File: config.mk
export PLATFORM = sky130hd
export DESIGN_NAME = ibex_multdiv_iter
export DESIGN_NICKNAME = d
export VERILOG_FILES = /design/src/rtl/ibex_multdiv_pkg.sv /design/src/rtl/ibex_multdiv_negate.sv /design/src/rtl/ibex_multdiv_iter.sv
export SDC_FILE = /design/constraint.sdc
export NUM_CORES = 1
export LEC_CHECK = 0
export CAP_MARGIN = 10
export CORE_ASPECT_RATIO = 1.5
export CORE_MARGIN = 4
export CORE_UTILIZATION = 26
export CTS_CLUSTER_SIZE = 16
export DETAILED_ROUTE_END_ITERATION = 8
export PLACE_DENSITY = 0.5
export SLEW_MARGIN = 20
export SYNTH_ARGS = -nofsm -noshare
export SYNTH_HDL_FRONTEND = slang
export SYNTH_SLANG_ARGS = --single-unit
File: constraint.sdc
create_clock -name clk_i -period 9.5 [get_ports clk_i]
set_input_delay 2.85 -clock clk_i [delete_from_list [all_inputs] [get_ports clk_i]]
set_output_delay 2.85 -clock clk_i [all_outputs]
set_load 0.005 [all_outputs]
File: src/rtl/ibex_multdiv_pkg.sv
// Shared types for the iterative multiply/divide unit: operation codes, FSM states
// and a helper that tells divide operations apart from multiplies.
package ibex_multdiv_pkg;

    typedef enum logic [2:0] {
        OP_MUL    = 3'd0,
        OP_MULH   = 3'd1,
        OP_MULHSU = 3'd2,
        OP_MULHU  = 3'd3,
        OP_DIV    = 3'd4,
        OP_DIVU   = 3'd5,
        OP_REM    = 3'd6,
        OP_REMU   = 3'd7
    } md_op_e;

    typedef enum logic [2:0] {
        ST_IDLE,
        ST_MUL,
        ST_DIV,
        ST_FIXUP,
        ST_DONE
    } md_state_e;

    // All divide/remainder codes live in the upper half of the encoding.
    function automatic logic is_div(md_op_e op);
        return (op >= OP_DIV);
    endfunction

endpackage

File: src/rtl/ibex_multdiv_negate.sv
// Conditional two's-complement negator: passes the operand through unless negate is set.
module ibex_multdiv_negate #(
    parameter int WIDTH = 32
) (
    input  logic             negate,
    input  logic [WIDTH-1:0] operand,
    output logic [WIDTH-1:0] result
);

    assign result = negate ? (~operand + WIDTH'(1)) : operand;

endmodule

File: src/rtl/ibex_multdiv_iter.sv
// Iterative multiply/divide unit with its own adder and operand registers, a valid/ready
// request/response handshake, kill support and a small-quotient divide early-out.
module ibex_multdiv_iter
    import ibex_multdiv_pkg::*;
#(
    parameter int WIDTH         = 32,
    parameter int MUL_STEP      = 4,
    parameter bit DIV_EARLY_OUT = 1'b1
) (
    input  logic             clk_i,
    input  logic             rst_i,
    input  logic             req_valid_i,
    output logic             req_ready_o,
    input  md_op_e           operator_i,
    input  logic [WIDTH-1:0] op_a_i,
    input  logic [WIDTH-1:0] op_b_i,
    input  logic             data_ind_timing_i,
    input  logic             kill_i,
    output logic             res_valid_o,
    input  logic             res_ready_i,
    output logic [WIDTH-1:0] result_o,
    output logic             busy_o
);

    localparam int PW    = 2 * WIDTH;
    localparam int CNT_W = $clog2(WIDTH) + 1;
    localparam logic [CNT_W-1:0] MUL_CYCLES = CNT_W'(WIDTH / MUL_STEP);
    localparam logic [CNT_W-1:0] DIV_CYCLES = CNT_W'(WIDTH);

    if ((WIDTH < 8) || ((WIDTH % 2) != 0)) begin : g_bad_width
        $error("ibex_multdiv_iter: WIDTH must be even and >= 8");
    end
    if ((MUL_STEP != 1) && (MUL_STEP != 2) && (MUL_STEP != 4) && (MUL_STEP != 8)) begin : g_bad_step
        $error("ibex_multdiv_iter: MUL_STEP must be 1, 2, 4 or 8");
    end else if ((WIDTH % MUL_STEP) != 0) begin : g_bad_step_div
        $error("ibex_multdiv_iter: MUL_STEP must divide WIDTH");
    end

    md_state_e          state_q, state_d;
    md_op_e             op_q;
    logic               sign_a_q, sign_b_q;
    logic [WIDTH-1:0]   a_q, b_q, quot_q, rem_q, result_q;
    logic [PW-1:0]      prod_q;
    logic [CNT_W-1:0]   cnt_q;

    logic               accept, sign_a, sign_b, early_out, last_step;
    logic [WIDTH-1:0]   mag_a, mag_b;

    assign req_ready_o = (state_q == ST_IDLE) & ~kill_i & ~rst_i;
    assign accept      = req_valid_i & req_ready_o;
    assign busy_o      = (state_q != ST_IDLE);
    assign res_valid_o = (state_q == ST_DONE);
    assign result_o    = result_q;
    assign last_step   = (cnt_q <= CNT_W'(1));

    assign sign_a = op_a_i[WIDTH-1] & ((operator_i == OP_MULH) | (operator_i == OP_MULHSU) |
                                       (operator_i == OP_DIV)  | (operator_i == OP_REM));
    assign sign_b = op_b_i[WIDTH-1] & ((operator_i == OP_MULH) | (operator_i == OP_DIV) |
                                       (operator_i == OP_REM));

    ibex_multdiv_negate #(.WIDTH(WIDTH)) u_neg_a (
        .negate  (sign_a),
        .operand (op_a_i),
        .result  (mag_a)
    );

    ibex_multdiv_negate #(.WIDTH(WIDTH)) u_neg_b (
        .negate  (sign_b),
        .operand (op_b_i),
        .result  (mag_b)
    );

    assign early_out = DIV_EARLY_OUT & ~data_ind_timing_i & ((mag_b == '0) | (mag_a < mag_b));

    // Multiply step: add digit * |a| into the upper half, then shift the whole product right.
    logic [MUL_STEP-1:0]       digit;
    logic [WIDTH+MUL_STEP-1:0] partial, acc;
    logic [PW-1:0]             prod_step;

    always_comb begin
        digit     = prod_q[MUL_STEP-1:0];
        partial   = {{MUL_STEP{1'b0}}, a_q} * {{WIDTH{1'b0}}, digit};
        acc       = {{MUL_STEP{1'b0}}, prod_q[PW-1:WIDTH]} + partial;
        prod_step = PW'({acc, prod_q[WIDTH-1:0]} >> MUL_STEP);
    end

    logic [WIDTH:0]   rem_shift;
    logic [WIDTH+1:0] diff;
    logic             quot_bit;
    logic [WIDTH-1:0] rem_step;

    always_comb begin
        rem_shift = {rem_q, quot_q[WIDTH-1]};
        diff      = {1'b0, rem_shift} - {2'b00, b_q};
        quot_bit  = ~diff[WIDTH+1];
        rem_step  = WIDTH'(quot_bit ? diff : {1'b0, rem_shift});
    end

    // A zero divisor leaves the all-ones quotient un-negated.
    logic             fix_neg;
    logic [PW-1:0]    fix_in, fix_out;
    logic [WIDTH-1:0] fix_res;

    always_comb begin
        fix_in  = prod_q;
        fix_neg = sign_a_q ^ sign_b_q;
        if (is_div(op_q)) begin
            fix_in  = {{WIDTH{1'b0}}, (op_q[1] ? rem_q : quot_q)};
            fix_neg = op_q[1] ? sign_a_q : ((sign_a_q ^ sign_b_q) & (b_q != '0));
        end
    end

    ibex_multdiv_negate #(.WIDTH(PW)) u_neg_fix (
        .negate  (fix_neg),
        .operand (fix_in),
        .result  (fix_out)
    );

    assign fix_res = (is_div(op_q) || (op_q == OP_MUL)) ? fix_out[WIDTH-1:0] : fix_out[PW-1:WIDTH];

    always_comb begin
        state_d = state_q;
        case (state_q)
            ST_IDLE:        if (accept) state_d = is_div(operator_i) ? (early_out ? ST_FIXUP : ST_DIV) : ST_MUL;
            ST_MUL, ST_DIV: if (last_step) state_d = ST_FIXUP;
            ST_FIXUP:       state_d = ST_DONE;
            ST_DONE:        if (res_ready_i) state_d = ST_IDLE;
            default:        state_d = ST_IDLE;
        endcase
        if (kill_i) state_d = ST_IDLE;
    end

    always_ff @(posedge clk_i) begin
        if (rst_i) state_q <= ST_IDLE;
        else       state_q <= state_d;
    end

    always_ff @(posedge clk_i) begin
        if (rst_i) begin
            op_q     <= OP_MUL;
            sign_a_q <= 1'b0;
            sign_b_q <= 1'b0;
            a_q      <= '0;
            b_q      <= '0;
            quot_q   <= '0;
            rem_q    <= '0;
            prod_q   <= '0;
            cnt_q    <= '0;
            result_q <= '0;
        end else begin
            cnt_q <= (cnt_q != '0) ? (cnt_q - CNT_W'(1)) : '0;
            if (accept) begin
                op_q     <= operator_i;
                sign_a_q <= sign_a;
                sign_b_q <= sign_b;
                a_q      <= mag_a;
                b_q      <= mag_b;
                prod_q   <= {{WIDTH{1'b0}}, mag_b};
                quot_q   <= early_out ? {WIDTH{mag_b == '0}} : mag_a;
                rem_q    <= early_out ? mag_a : '0;
                cnt_q    <= is_div(operator_i) ? DIV_CYCLES : MUL_CYCLES;
            end
            if (state_q == ST_MUL) prod_q <= prod_step;
            if (state_q == ST_DIV) begin
                quot_q <= {quot_q[WIDTH-2:0], quot_bit};
                rem_q  <= rem_step;
            end
            if (state_q == ST_FIXUP) result_q <= fix_res;
            if (kill_i && (state_q != ST_IDLE)) result_q <= '0;
        end
    end

endmodule

---- Word-level counts from Yosys, hierarchy flattened ----
Cells that the tools add are included.
storage, ports and cells
  register bits ........................... 238
  bits of input ports ..................... 73
  output and inout bits ................... 35
  logic and storage cells ................. 94
operators by class
  add/subtract/negate cells ............... 6
  $mul .................................... 1
  $lt $le $gt $ge ......................... 4
  equal/unequal tests ..................... 11
  muxes and demuxes ....................... 26
  bitwise logic cells ..................... 21
  reductions and logical operators ........ 14
operators with widths
  cell                                                 number
  2-to-1 mux 32 bit                                    11
  2-to-1 mux 64 bit                                    4
  adder 32 x 1 -> 32 bit, second input constant        2
  adder 64 x 1 -> 64 bit, second input constant        1
  inverter 32 bit                                      2
  inverter 64 bit                                      1
  adder 32 x 36 -> 36 bit                              1
  multiplier 32 x 4 -> 36 bit                          1
  subtractor 33 x 32 -> 34 bit                         1
  zero test 32 bit                                     1
  < comparator 32 bit                                  1
  nonzero test 32 bit                                  1
  2-to-1 mux 6 bit                                     3
  one-hot mux 3 bit (4 select lines)                   1
  == test 3 x 2 -> 1 bit, second input constant        3
  == test 3 bit, second input constant                 3
  2-to-1 mux 3 bit                                     3
  AND 1 bit                                            7
  == test 3 x 1 -> 1 bit, second input constant        2
  >= comparator 3 bit, second input constant           2
  <= comparator 6 x 1 -> 1 bit, second input constant  1
  zero test 3 bit                                      2
  OR 1 bit                                             6
  nonzero test 6 bit                                   1
  13 further kinds                                     22

---- Depth between registers and ports, before layout ----
  word-level depth ........................ 13
  gate-level depth with buffers ........... 21
  mapped depth without buffers ............ 18

---- Cells and area by module ----
Synthesis repeated with hierarchy kept, for this count alone.
unflattened totals
  cell total of the unflattened synthesis .. 2732
  area total of the unflattened synthesis .. 21486.9 sq um
modules (own cells, without submodules)
  module                             instances  cells an instance  area each (sq um)  sequential area each (sq um)
  ibex_multdiv_iter                  1          2328               18283.8            4764.6
  ibex_multdiv_negate (u_neg_fix)    1          206                1649.1             0.0
  ibex_multdiv_negate (u_neg_a ...)  2          99                 777.0              0.0

---- Worst setup path after synthesis ----
No wires, ideal clock.
  kind .................................... input port to flip-flop
  start point ............................. input port operator_i[2]
  end point ............................... register rem_q[10]
  setup time .............................. 0.079 ns
  arrival ................................. 6.761 ns
  data required time ...................... 9.421 ns
  setup slack ............................. 2.660 ns
  stages .................................. 19
  buffers on the path ..................... 5
  cell sequence ........................... nor3b_1 o21a_1 buf_2 clkbuf_1 clkbuf_1 buf_1 o41ai_1 xor2_1 ha_1 a21o_1 a211oi_1 o211ai_1 a32o_1 a211oi_1 o21ai_0 a211o_1 buf_6 o22a_1 a211oi_2
between the ends
  word-level cells in the longest chain between the ends .. 12
  elaborated cells on any way between the ends .. 20
  classes of those cells .................. 1 x order compare; 4 x eq/ne; 5 x mux; 9 x bitwise; 1 x reduce/logical
RTL lines
  what                                                                     line                                              RTL
  from (decl)                                                              ibex_multdiv_iter.sv:14                           input md_op_e operator_i,
  == test 3 x 1 -> 1 bit / == test 3 x 2 -> 1 bit (equally long branches)  ibex_multdiv_iter.sv:56, ibex_multdiv_iter.sv:58
  OR 1 bit (2 in a row)                                                    ibex_multdiv_iter.sv:56                           assign sign_a = op_a_i[WIDTH-1] & ((operator_i == OP_MULH) | (operator_i == OP_MULHSU) |
  OR 1 bit                                                                 ibex_multdiv_iter.sv:57                           (operator_i == OP_DIV) | (operator_i == OP_REM));
  AND 1 bit                                                                ibex_multdiv_iter.sv:56
  2-to-1 mux 32 bit                                                        ibex_multdiv_negate.sv:10                         assign result = negate ? (~operand + WIDTH'(1)) : operand;
  < comparator 32 bit                                                      ibex_multdiv_iter.sv:73                           assign early_out = DIV_EARLY_OUT & ~data_ind_timing_i & ((mag_b == '0) | (mag_a < mag_b));
  OR 1 bit                                                                 ibex_multdiv_iter.sv:73
  AND 1 bit                                                                ibex_multdiv_iter.sv:73
  2-to-1 mux 32 bit (*)                                                    ibex_multdiv_iter.sv:160                          rem_q <= early_out ? mag_a : '0;
  2-to-1 mux 32 bit (*)                                                    ibex_multdiv_iter.sv:152                          if (accept) begin
  2-to-1 mux 32 bit (*)                                                    ibex_multdiv_iter.sv:164                          if (state_q == ST_DIV) begin
  to (signal assigned)                                                     ibex_multdiv_iter.sv:160
  to (signal assigned)                                                     ibex_multdiv_iter.sv:166                          rem_q <= rem_step;
  to (decl)                                                                ibex_multdiv_iter.sv:42                           logic [WIDTH-1:0] a_q, b_q, quot_q, rem_q, result_q;
Every way passes the cells marked *; elsewhere a longest branch is shown, timed or not. The select of a mux whose other input is x is not followed.
A chain may end at the register's enable or synchronous reset.

---- Worst setup path in the final report ----
  start point ............................. input port op_a_i[3]
  end point ............................... register rem_q[28]
between the ends
  word-level cells in the longest chain between the ends .. 9
RTL lines
  what                    line                       RTL
  from (decl)             ibex_multdiv_iter.sv:15    input logic [WIDTH-1:0] op_a_i,
  inverter 32 bit         ibex_multdiv_negate.sv:10
  adder 32 x 1 -> 32 bit  ibex_multdiv_negate.sv:10
  2-to-1 mux 32 bit       ibex_multdiv_negate.sv:10
  named net mag_a[21]     ibex_multdiv_iter.sv:47    logic [WIDTH-1:0] mag_a, mag_b;
  < comparator 32 bit     ibex_multdiv_iter.sv:73
  OR 1 bit                ibex_multdiv_iter.sv:73
  AND 1 bit               ibex_multdiv_iter.sv:73
  2-to-1 mux 32 bit       ibex_multdiv_iter.sv:160
  2-to-1 mux 32 bit       ibex_multdiv_iter.sv:152
  2-to-1 mux 32 bit       ibex_multdiv_iter.sv:164
The timed path passes the listed nets, and every way through them passes these cells. The select of a mux whose other input is x is not followed.

==> results.ini <==
[run_status]
status = complete, no violations

[synth]
synth_cells = 2737
ys_seq_area_frac = 0.225
synthXorXnorAreaFrac = 0.0675
synth_edf_count = 0
synth-compound-area-share = 0.218
synthTopCellsByArea = dfxtp_1 23%, fa_1 8.7%, ha_1 6.7%
synthFlopType = dfxtp_1
synth_top_family_by_area = simple AND/OR/NAND/NOR gates
syn-num-nets = 3015
synth.distinct_cells = 81
synth-simple-area-share = 0.230
syn_area_per_cell_um2 = 7.73
async_flop_share = 0
yosys_warnings = 0
netlist_area_mm2 = 0.0211
synth_top_area_share = 0.225
synthMuxAreaShare = 0.0309
synth_seq_cells = 238
synth_top_area_cell = dfxtp_1
synth_fa_ha_area_frac = 0.154

[finish]
nFillCells = 8706
drive_gt1_frac = 0.0594
area_growth_pct = 14.8
final_nets = 3036
layoutNonFillerInstCount = 3813
final_cell_mix = 267 x nor2_1, 244 x inv_1, 235 x dfxtp_1
layout_commonest_cell = nor2_1
fin_util = 0.302

[timing]
hold_viol = 0
fmax_mhz = 129
fin_crit_sh = 0.813
setup_viol = 0
final.setup_skew_ns = 0.0254
whs_ns = 0.446
tightestPinTransition_ns = 1.14
rsz0062_at_grt = false
fin_setup_tns_ns = 0
finalMaxSlewViolations = 0
slew_headroom = 0.241
finalCriticalPeriod_ns = 7.73

[drt]
antenna_left = 0
routed_via_density = 5.30
drc = 0
dr_total_vias = 20200
drt_iter0_markers = 1459
post_drt_wl_per_cell_um = 21.9
drt_wl_total_mm = 83.4
first_pass_iters = 5

[floorplanning]
start_util = 0.264
die_h_um = 357
core_mm2 = 0.0802
die_w_um = 241
rows = 127
dieArea_mm2 = 0.0860
ioPinCount = 108

[critical_path]
reg2reg_slack_ns = 3.39
r2r_start = prod_q[2]
worstPathRequired_ns = 10.01
critPathCaptureType = flop
crit_type = input port to flop
cp.arrival_ns = 8.23
path_max_fanout = 15
cp-start-kind = input port
startpoint = op_a_i[3]

[clocking]
ctsHoldBuffers = 0
clock_latency_ns = 0.58
cts_tree = done
clock_sink_count = 238
post_cts_buffers = 0
cts_root_buf = clkbuf_16
clockBufferDepth = 3
htree_levels = 1
ctsResizeCount = 0
clk_pin_slew_worst_paths_ns = 0.06
cts_made_buffers = 29

[place]
dpl.cell_count = 3759
port_buffers = 107
hpwl_mm = 65.9
gp_congestion = 0.906

[grt]
overflow = 0
grt_pass1_vias = 20100
grt_pass1_wl_mm = 125
grt_max_degree = 88
grt_antenna_before_repair = 0
grt_usage = 0.189

[run]
maxCapViolations = 0

[power]
vdd_drop_max_mv = 0.127
power_uw = 3390
p_leak_uw = 0.00986
p_per_area_mw_per_mm2 = 140

[worst_hold_path]
hold_path.class = flop to flop
hp-start = result_o[27]

-- sequential cells by signal, indices dropped and copies added (netlist names) --
signal / flops
result_o: 32
cnt_q: 6
b_q: 32
sign_b_q: 1
a_q: 32
quot_q: 32
prod_q: 64
op_q: 3
sign_a_q: 1
state_q: 3
rem_q: 32
-- per-stage QoR --
step,setup slack (ns),cell area [µm²]
3_5_place_dp,1.24,23300
3_3_place_gp,1.18,23300
4_1_cts,1.84,24300
2_1_floorplan,2.66,21100
5_1_grt,1.44,24300
6_report,1.77,24300
-- where the power goes --
group	internal (µW)	switching [µW]	leakage, µW
Clock	678	482	0.000477
Sequential	1060	78.8	0.00194
Combinational	412	680	0.00744
Total	2150	1240	0.00986
-- Yosys cell counts, drive strengths merged (39+ instances only) --
cell and instances:
a21o 63, a311oi 39, xnor2 103, nand3 72, xor2 60, dfxtp 238, or3 47, a21oi 166
and2 130, inv 244, nor3 56, nor2 270, mux2i 44, o21ai 166, a221oi 41, fa 92
clkbuf 142, ha 113, nand2 199
-- worst paths after layout --
| check | cells past startpoint | endpoint |
|---|---|---|
| worst min-delay path | 2 | result_o[27] |
| worst max-delay path | 17 | rem_q[28] |
| worst max register to register | 17 | prod_q[63] |
| worst min register to register | 2 | result_o[27] |
-- worst max-delay path: stages --
cell and delay (ns):
clkdlybuf4s50_1 0.49, or4_1 0.56, or2_2 0.32, nor3_1 0.65, a31oi_1 0.21, xnor2_1 0.57, inv_1 0.14, ha_1 0.33
a21oi_1 0.16, nor2b_1 0.06, o21ai_0 0.13, o21ai_0 0.11, a211oi_1 0.27, o21ai_0 0.23, a211o_1 0.58, or3_1 0.41
a31oi_1 0.16
-- kinds of logic (layout without fill, tap and decap cells) --
group                    count (synthesis)  in the layout
AO/OA/AOI/OAI                          696            696
XOR/XNOR                               163            163
adder cells (fa/ha/maj)                205            205
buffers and inverters                  407            449
flip-flops                             238            238
multiplexers                            63             63
other                                    0              2
AND/OR/NAND/NOR                        965            965
-- metal layers --
metal  global-route usage  vias to the layer above  part of all wire
met4               0.0713                        0             0.044
li1                     -                     9635                 -
met2                0.357                      527              0.52
met1                0.219                     9904              0.40
met3               0.0170                      149             0.038
met5                    0                        -                 0
-- cell type report --
| type | instances | area [µm²] | area share |
|---|---|---|---|
| clock inverter | 14 | 155 | 0.00639 |
| tap | 1032 | 1290 | 0.0532 |
| clock buffer | 38 | 810 | 0.0334 |
| antenna | 2 | 5.00 | 0.000206 |
| inverter | 244 | 916 | 0.0377 |
| multi-input combinational | 2092 | 14900 | 0.613 |
| timing repair buffer | 153 | 1440 | 0.0593 |
| sequential | 238 | 4770 | 0.197 |
(Power assumes the default switching activity.)
